<file path="src/rtl/mux_rr_arbiter_pkg.sv">
// Shared definitions for the round-robin output-channel arbiter.
// FSM encoding and transfer-counter width.
package mux_rr_arbiter_pkg;

  localparam int CNT_W = 16;

  typedef enum logic {
    ARB_IDLE = 1'b0,
    ARB_HOLD = 1'b1
  } arb_state_t;

endpackage

</file>
<file path="src/rtl/mux_rr_arbiter_mux.sv">
// Word selector shared by all requesters.
// Picks slot sel out of the packed data bus.
module mux_mod #(
  parameter int size = 8,
  parameter int n    = 3
) (
  input  logic [size*(2**n)-1:0] in,
  input  logic [n-1:0]           sel,
  output logic [size-1:0]        out
);

  assign out = in[int'(sel)*size +: size];

endmodule

</file>
<file path="src/rtl/mux_rr_arbiter.sv">
// Round-robin arbiter sharing one registered output word
// among 2**n requesters with a valid/ready hand-off.
module mux_rr_arbiter
  import mux_rr_arbiter_pkg::*;
#(
  parameter int size = 8,
  parameter int n    = 3
) (
  input  logic                    clk,
  input  logic                    reset,
  input  logic [(2**n)-1:0]       req,
  input  logic [size*(2**n)-1:0]  in,
  output logic [(2**n)-1:0]       ack,
  output logic [size-1:0]         out,
  output logic                    out_valid,
  input  logic                    out_ready,
  output logic [n-1:0]            grant_idx,
  output logic [CNT_W-1:0]        xfer_count
);

  localparam int N = 2**n;

  arb_state_t state;
  logic [n-1:0] last;
  logic         xfer;
  logic [n-1:0] ptr;
  logic [N-1:0] mreq;
  logic         found;
  logic [n-1:0] cand;
  logic [size-1:0] word;

  assign xfer = (state == ARB_HOLD) && out_ready && !reset;

  // Completing transfer moves the pointer on the same edge,
  // so search from the slot being acked, with it masked out.
  assign ptr = xfer ? grant_idx : last;

  always_comb begin
    mreq = req;
    if (xfer) mreq[grant_idx] = 1'b0;
  end

  always_comb begin
    logic [n-1:0] j;
    found = 1'b0;
    cand  = '0;
    j     = '0;
    for (int k = 1; k <= N; k++) begin
      j = ptr + n'(k);
      if (!found && mreq[j]) begin
        found = 1'b1;
        cand  = j;
      end
    end
  end

  mux_mod #(
    .size(size),
    .n   (n)
  ) u_mux (
    .in (in),
    .sel(cand),
    .out(word)
  );

  always_comb begin
    ack = '0;
    if (xfer) ack[grant_idx] = 1'b1;
  end

  assign out_valid = (state == ARB_HOLD);

  always_ff @(posedge clk) begin
    if (reset) begin
      state      <= ARB_IDLE;
      out        <= '0;
      grant_idx  <= '0;
      last       <= n'(N-1);
      xfer_count <= '0;
    end else begin
      unique case (state)
        ARB_IDLE: begin
          if (found) begin
            out       <= word;
            grant_idx <= cand;
            state     <= ARB_HOLD;
          end
        end
        ARB_HOLD: begin
          if (out_ready) begin
            last       <= grant_idx;
            xfer_count <= xfer_count + CNT_W'(1);
            if (found) begin
              out       <= word;
              grant_idx <= cand;
            end else begin
              state <= ARB_IDLE;
            end
          end
        end
        default: state <= ARB_IDLE;
      endcase
    end
  end

endmodule

</file>
<file path="config.mk">
export PLATFORM = sky130hd
export DESIGN_NAME = mux_rr_arbiter
export DESIGN_NICKNAME = d
export VERILOG_FILES = /design/src/rtl/mux_rr_arbiter_pkg.sv /design/src/rtl/mux_rr_arbiter_mux.sv /design/src/rtl/mux_rr_arbiter.sv
export SDC_FILE = /design/constraint.sdc
export NUM_CORES = 1
export LEC_CHECK = 0
export BUFFER_PORTS_ARGS = -buffer_cell sky130_fd_sc_hd__buf_2
export CAP_MARGIN = 15
export CORE_ASPECT_RATIO = 0.7
export CORE_MARGIN = 8
export CORE_UTILIZATION = 51
export DETAILED_ROUTE_END_ITERATION = 6
export GPL_TIMING_DRIVEN = 0
export HOLD_SLACK_MARGIN = 0.06
export PLACE_DENSITY = 0.93
export SYNTH_ARGS = -nofsm -noshare
export SYNTH_HDL_FRONTEND = slang
export SYNTH_SLANG_ARGS = --single-unit
export TNS_END_PERCENT = 20
</file>
<file path="constraint.sdc">
create_clock -name clk -period 5.47 [get_ports clk]
set_clock_uncertainty 0.1 [all_clocks]
set_input_delay 0.2735 -clock clk [delete_from_list [all_inputs] [get_ports clk]]
set_output_delay 0.2735 -clock clk [all_outputs]
set_load 0.05 [all_outputs]
</file>
## Word level (Yosys, flattened, before mapping)

Index checks and enable logic that the tools add are counted.

| word-level totals | value |
|---|---|
| ROM bits | 0 |
| bits in writable memories | 0 |
| output and inout bits | 36 |
| flip-flop bits (word level) | 31 |
| memories | 0 |
| bits in latches | 0 |
| input port bits | 75 |
| word-level logic and storage cells | 93 |

| operators by class | value |
|---|---|
| equality and inequality tests | 1 |
| mux-type cells | 46 |
| multipliers | 0 |
| div/mod/pow operators | 0 |
| add/sub/neg operators | 8 |
| shift-type cells | 1 |
| bitwise operators | 3 |
| reductions and logical operators | 19 |
| order comparisons | 10 |

Operator list:

| cell | count |
|---|---|
| indexed part select 64 x 7 -> 8 bit | 1 |
| less-than comparator 3 x 4 -> 1 bit (second input constant) | 9 |
| two-way mux 3 bit | 11 |
| two-way mux 8 bit | 4 |
| binary-select mux 1 bit (select 3 bit) | 8 |
| two-way mux 1 bit | 19 |
| adder 16 x 1 -> 16 bit (second input constant) | 1 |
| one-hot mux 8 bit (2 select lines) | 1 |
| adder 3 bit (second input constant) | 4 |
| logical AND 1 bit | 10 |
| bitwise AND 8 bit | 1 |
| zero test 1 bit | 8 |
| NOT 8 bit | 1 |
| adder 3 x 2 -> 3 bit (second input constant) | 2 |
| one-hot mux 3 bit (2 select lines) | 1 |
| adder 3 x 1 -> 3 bit (second input constant) | 1 |
| demux 1 bit (select 3 bit) | 1 |
| >= comparator 3 x 1 -> 1 bit (second input constant) | 1 |
| inequality test 2 bit (second input constant) | 1 |
| one-hot mux 1 bit (2 select lines) | 1 |
| AND reduction 2 bit | 1 |
| NOT 1 bit | 1 |

## Logic depth before layout (Yosys ltp)

| depth | value |
|---|---|
| depth after elaboration | 35 |
| depth in mapped cells | 17 |
| mapped depth without buffers | 14 |

## Modules after synthesis

Synthesis repeated with hierarchy kept, for this count alone.

| unflattened totals | value |
|---|---|
| cells, all modules | 313 |
| area total of the unflattened synthesis | 2970.3 um^2 |

Modules (own cells, without submodules):

| module | times used | area an instance (um^2) | cells an instance | sequential area each (um^2) |
|---|---|---|---|---|
| mux_rr_arbiter | 1 | 2419.8 | 284 | 620.6 |
| mux_mod | 1 | 550.5 | 29 | 0.0 |

## Least setup slack after synthesis

OpenSTA, ideal clock, no wires.

| timing path | value |
|---|---|
| kind | register to register |
| start point | register state (netlist: out_valid) |
| end point | register out[2] |
| required time | 5.254 ns |
| slack | 0.717 ns |
| cell stages (with the launch flop) | 17 |
| arrival time | 4.537 ns |
| buffers on the path | 2 |
| period minus slack after synthesis | 4.753 ns |
| path through | dfxtp_1 > nand3b_4 > mux2i_2 > clkinv_1 > clkbuf_1 > ha_1 > and2_1 > a22oi_1 > a21oi_1 > a311oi_1 > o21ai_0 > o2111a_1 > a22oi_4 > buf_6 > mux2i_1 > mux2i_1 > o211a_1 |

| on the way | value |
|---|---|
| word-level cells in the longest chain between the ends | 32 |

Ends and longest elaborated chain:

| item | RTL line | source |
|---|---|---|
| start: declaration | mux_rr_arbiter.sv:23 | `arb_state_t state;` |
| start signal: assignment | mux_rr_arbiter.sv:75 | `state <= ARB_IDLE;` |
| start signal: assignment | mux_rr_arbiter.sv:86 | `state <= ARB_HOLD;` |
| start signal: assignment | mux_rr_arbiter.sv:97 | `state <= ARB_IDLE;` |
| logical AND 1 bit (2 in series) | mux_rr_arbiter.sv:32 | `assign xfer = (state == ARB_HOLD) && out_ready && !reset;` |
| two-way mux 3 bit | mux_rr_arbiter.sv:36 | `assign ptr = xfer ? grant_idx : last;` |
| adder 3 x 1 -> 3 bit | mux_rr_arbiter.sv:49 | `j = ptr + n'(k);` |
| binary-select mux 1 bit (select 3 bit) | mux_rr_arbiter.sv:50 | `if (!found && mreq[j]) begin` |
| two-way mux 1 bit (not written as such) | mux_rr_arbiter.sv:50 |  |
| two-way mux 1 bit | mux_rr_arbiter.sv:50 |  |
| zero test 1 bit | mux_rr_arbiter.sv:50 |  |
| logical AND 1 bit | mux_rr_arbiter.sv:50 |  |
| (+15 left out) | n/a |  |
| two-way mux 1 bit | mux_rr_arbiter.sv:50 |  |
| zero test 1 bit | mux_rr_arbiter.sv:50 |  |
| logical AND 1 bit | mux_rr_arbiter.sv:50 |  |
| two-way mux 3 bit | mux_rr_arbiter.sv:50 |  |
| indexed part select 64 x 7 -> 8 bit | mux_rr_arbiter_mux.sv:12 | `assign out = in[int'(sel)*size +: size];` |
| two-way mux 8 bit | mux_rr_arbiter.sv:83, mux_rr_arbiter.sv:93 |  |
| two-way mux 8 bit | mux_rr_arbiter.sv:90 | `if (out_ready) begin` |
| one-hot mux 8 bit (2 select lines) | mux_rr_arbiter.sv:81 | `unique case (state)` |
| end signal: assignment | mux_rr_arbiter.sv:84 | `out <= word;` |
| end signal: assignment | mux_rr_arbiter.sv:94 | `out <= word;` |
| end: declaration | mux_rr_arbiter.sv:14 | `output logic [size-1:0] out,` |

Parallel ways exist; a longest one is shown, timed or not. The select of a mux whose other input is x is not followed.
A chain may end at the register's enable or synchronous reset.

## Worst setup path after layout

| timing path | value |
|---|---|
| start point | register state (netlist: out_valid) |
| end point | register out[1] |

The elaborated chain is that of the path after synthesis.

==> flow_summary.yaml <==
outcome:
  status: "finished, final reports clean"
setup_path:
  timing.rr.start: "out_valid$_SDFF_PP0_"
  critPathMaxFanout: 10
  r2r_setup_slack_ns: 0.36
  worstSetupStartpoint: "out_valid$_SDFF_PP0_"
  critical_path.startpoint_type: "flop"
  crit_type: "flop to flop"
  endpoint_kind: "flop"
  critPathArrivalTime_ns: 5.19
  required_ns: 5.55
power_and_ir_drop:
  p_leak_nw: 1.917
  swShare_pct: 47.69
  power_density_mw_per_mm2: 339.8
  comb_power_share_pct: 63.1
  switchingPower_uw: 624.3
  intPower_uw: 684.7
  p_seq_share_pct: 21.2
  pwr-share-clk_pct: 15.7
  ir_drop_uv: 179.6
finish:
  layout-drive-gt1-share_pct: 29.27
  final-seq-area_um2: 620.6
  multi_input_area_mm2: 0.002337
  area_growth_pct: 24.81
  num-fill-cells: 466
  layout.nets: 569
  diodes: 0
  fin_cells: 567
job:
  maxCapViolations: 0
routing:
  drtIter0Drc: 430
  viasPerCell: 6.213
  final_antenna_net_count: 0
  drc: 0
  first_pass_iters: 6
  wire_per_inst_um: 18.45
  vias: 3523
  routed_wl_um: 10460
global_routing:
  overflow: 0
  antenna_found_initial: 0
  grtUsageTotal_pct: 22.93
  grt_pass1_vias: 3350
  grt_pass1_wl_um: 16500
  grt_max_degree: 11
synthesis:
  synth_area_leader_cell: "mux2i_1"
  synth_compound_area_share_pct: 21.44
  ys.flop_type: "dfxtp_1"
  async_flop_share_pct: 0
  synth_fp_nets: 453
  synth_enable_flop_cells: 0
  syn_inst: 375
  synth_top_family_by_area: "multiplexers"
  ys_warn_count: 0
  ys_ff_latch: 31
  synth_seq_area_share_pct: 20.11
  synth_area_leaders: "mux2i_1, dfxtp_1, nor2_1, nand2_1, xor2_1"
  synth_xor_area_share_pct: 4.540
  synth-simple-area-share_pct: 21.77
  synthesis.area_mm2: 0.003087
  synth_cell_types: 68
  muxShareOfSynthArea_pct: 26.02
  synth_fa_ha_area_share_pct: 1.216
  synth.avg_cell_area_um2: 8.231
  synth_top_area_share_pct: 21.08
placed_design:
  dp_slack_ns: 0.08129
  routabilityCongestion: 1.005
  place_inst: 559
  dp_hpwl_um: 8292
  io_buffers: 109
floorplanning:
  dieArea_mm2: 0.008838
  chipHeight_um: 81.09
  die-width_um: 109.0
  rows: 23
  coreArea_mm2: 0.005784
  boundaryPins: 111
  initial_utilization_pct: 53.36
timing:
  fin_ws_ns: 0.3596
  hold_violations: 0
  worst_pin_slew_ns: 0.6872
  drv_slew: 0
  rsz0062_at_grt: "no"
  setup_viol: 0
  slew_headroom_pct: 53.70
  max_freq_ghz: 0.1957
  worst_hold_slack_ns: 0.2789
  min_period_ns: 5.110
  setup_tns_ns: 0
  timing.final.crit_share_pct: 93.43
clocking:
  clock-sinks: 31
  h-tree-depth: 2
  cts-root-buf: "clkbuf_8"
  cts_buffer_depth: 2
  clk_pin_slew_worst_paths_ns: 0.07
  cts_tree: "yes"
  holdBufCountCts: 0
  cts_buffers: 5
  clk_latency_ns: 0.29
hold_path:
  min_from: "reset"
  hold_path_class: "input port to flop"
## repair_timing
item                                    4_1_cts  5_1_grt
endpoints found under the hold margin         0        0
resized for setup                             0        3
buffers inserted                              0        0
endpoints found under the setup margin        0        8
## power by group through the flow
stage / logic, mW / clock network (mW) / registers (mW)
2_1_floorplan: 0.513 / 0 / 0.377
3_3_place_gp: 0.777 / 0 / 0.278
3_5_place_dp: 0.800 / 0 / 0.280
4_1_cts: 0.805 / 0.207 / 0.275
5_1_grt: 0.878 / 0.216 / 0.281
6_report: 0.827 / 0.205 / 0.278
## critical path, stage by stage, from the launching register on
cell	delay [ns]
dfxtp_1	0.51
nand3b_4	0.20
mux2i_4	0.40
clkinv_1	0.35
clkbuf_1	0.32
ha_1	0.35
and2_1	0.20
a22o_1	0.23
nor2_1	0.26
mux2i_1	0.40
o211a_1	0.31
nand4_1	0.16
a22oi_4	0.37
buf_6	0.22
mux2i_1	0.23
mux2i_1	0.14
o211a_1	0.24
## stage by stage
stage               utilization [%]  power [mW]  cell area [um2]
floorplan                         -      0.8898             3087
global placement              64.42       1.055             3726
detailed placement            64.42       1.081             3726
CTS                           66.21       1.287             3830
global route                  66.60       1.375             3852
finish                        66.60       1.309             3852
## final cells by class
class	instances	share of cell area [%]
plain buffers	23	3.150
clock buffers	7	2.501
clock inverters	1	0.1949
inverters	8	0.7795
multi-input cells	313	60.67
flip-flops and latches	31	16.11
well taps	75	2.436
repair buffers	109	14.16
## flip-flops by register name, summed over array words and instances, names as in the netlist
register	flops
last	3
out	8
xfer_count	16
out_valid	1
grant_idx	3
## cell usage after synthesis, types with 3 or more instances
cell      instances
nand2b_1          6
and2_1            5
o211a_1          10
dfxtp_1          31
mux2_2            6
ha_1              3
nor3_1            8
nor2_1           49
xnor2_1           4
o21ai_0           9
a22oi_1           9
buf_6             4
xor2_1           12
a21oi_1          15
inv_1             6
nand4_1           4
a211oi_1          6
o22ai_1           3
nand2_1          29
and3_1            5
clkbuf_1         15
mux2i_1          65
buf_2             3
nand3_1          12
## path summary, 6_finish.rpt
| kind | end | cells past startpoint |
|---|---|---|
| worst max-delay path | out[1]$_SDFFE_PP0P_ | 16 |
| worst min-delay path | out[7]$_SDFFE_PP0P_ | 3 |
| worst max register to register | out[1]$_SDFFE_PP0P_ | 16 |
| worst min register to register | xfer_count[1]$_SDFFE_PP0N_ | 2 |
## placed cells by master, fill, tap and decap left out, drive strengths merged, types with 12 or more instances in the layout
cell and n:
a21oi 15, buf 116, clkbuf 23, dfxtp 31
mux2i 66, nand2 29, nand3 12, nor2 49
xor2 12
## metal layers
layer	wire, um	global-route usage, %
met5	0	0
met4	211	6.395
met3	1128	6.798
met2	4778	36.65
met1	4343	29.41
## logic make-up after synthesis
group / after synthesis
adder cells (fa/ha/maj): 3
multiplexers: 76
XOR/XNOR: 16
buffers and inverters: 31
AO/OA/AOI/OAI: 85
flip-flops: 31
AND/OR/NAND/NOR: 133
(Power assumes the default switching activity.)
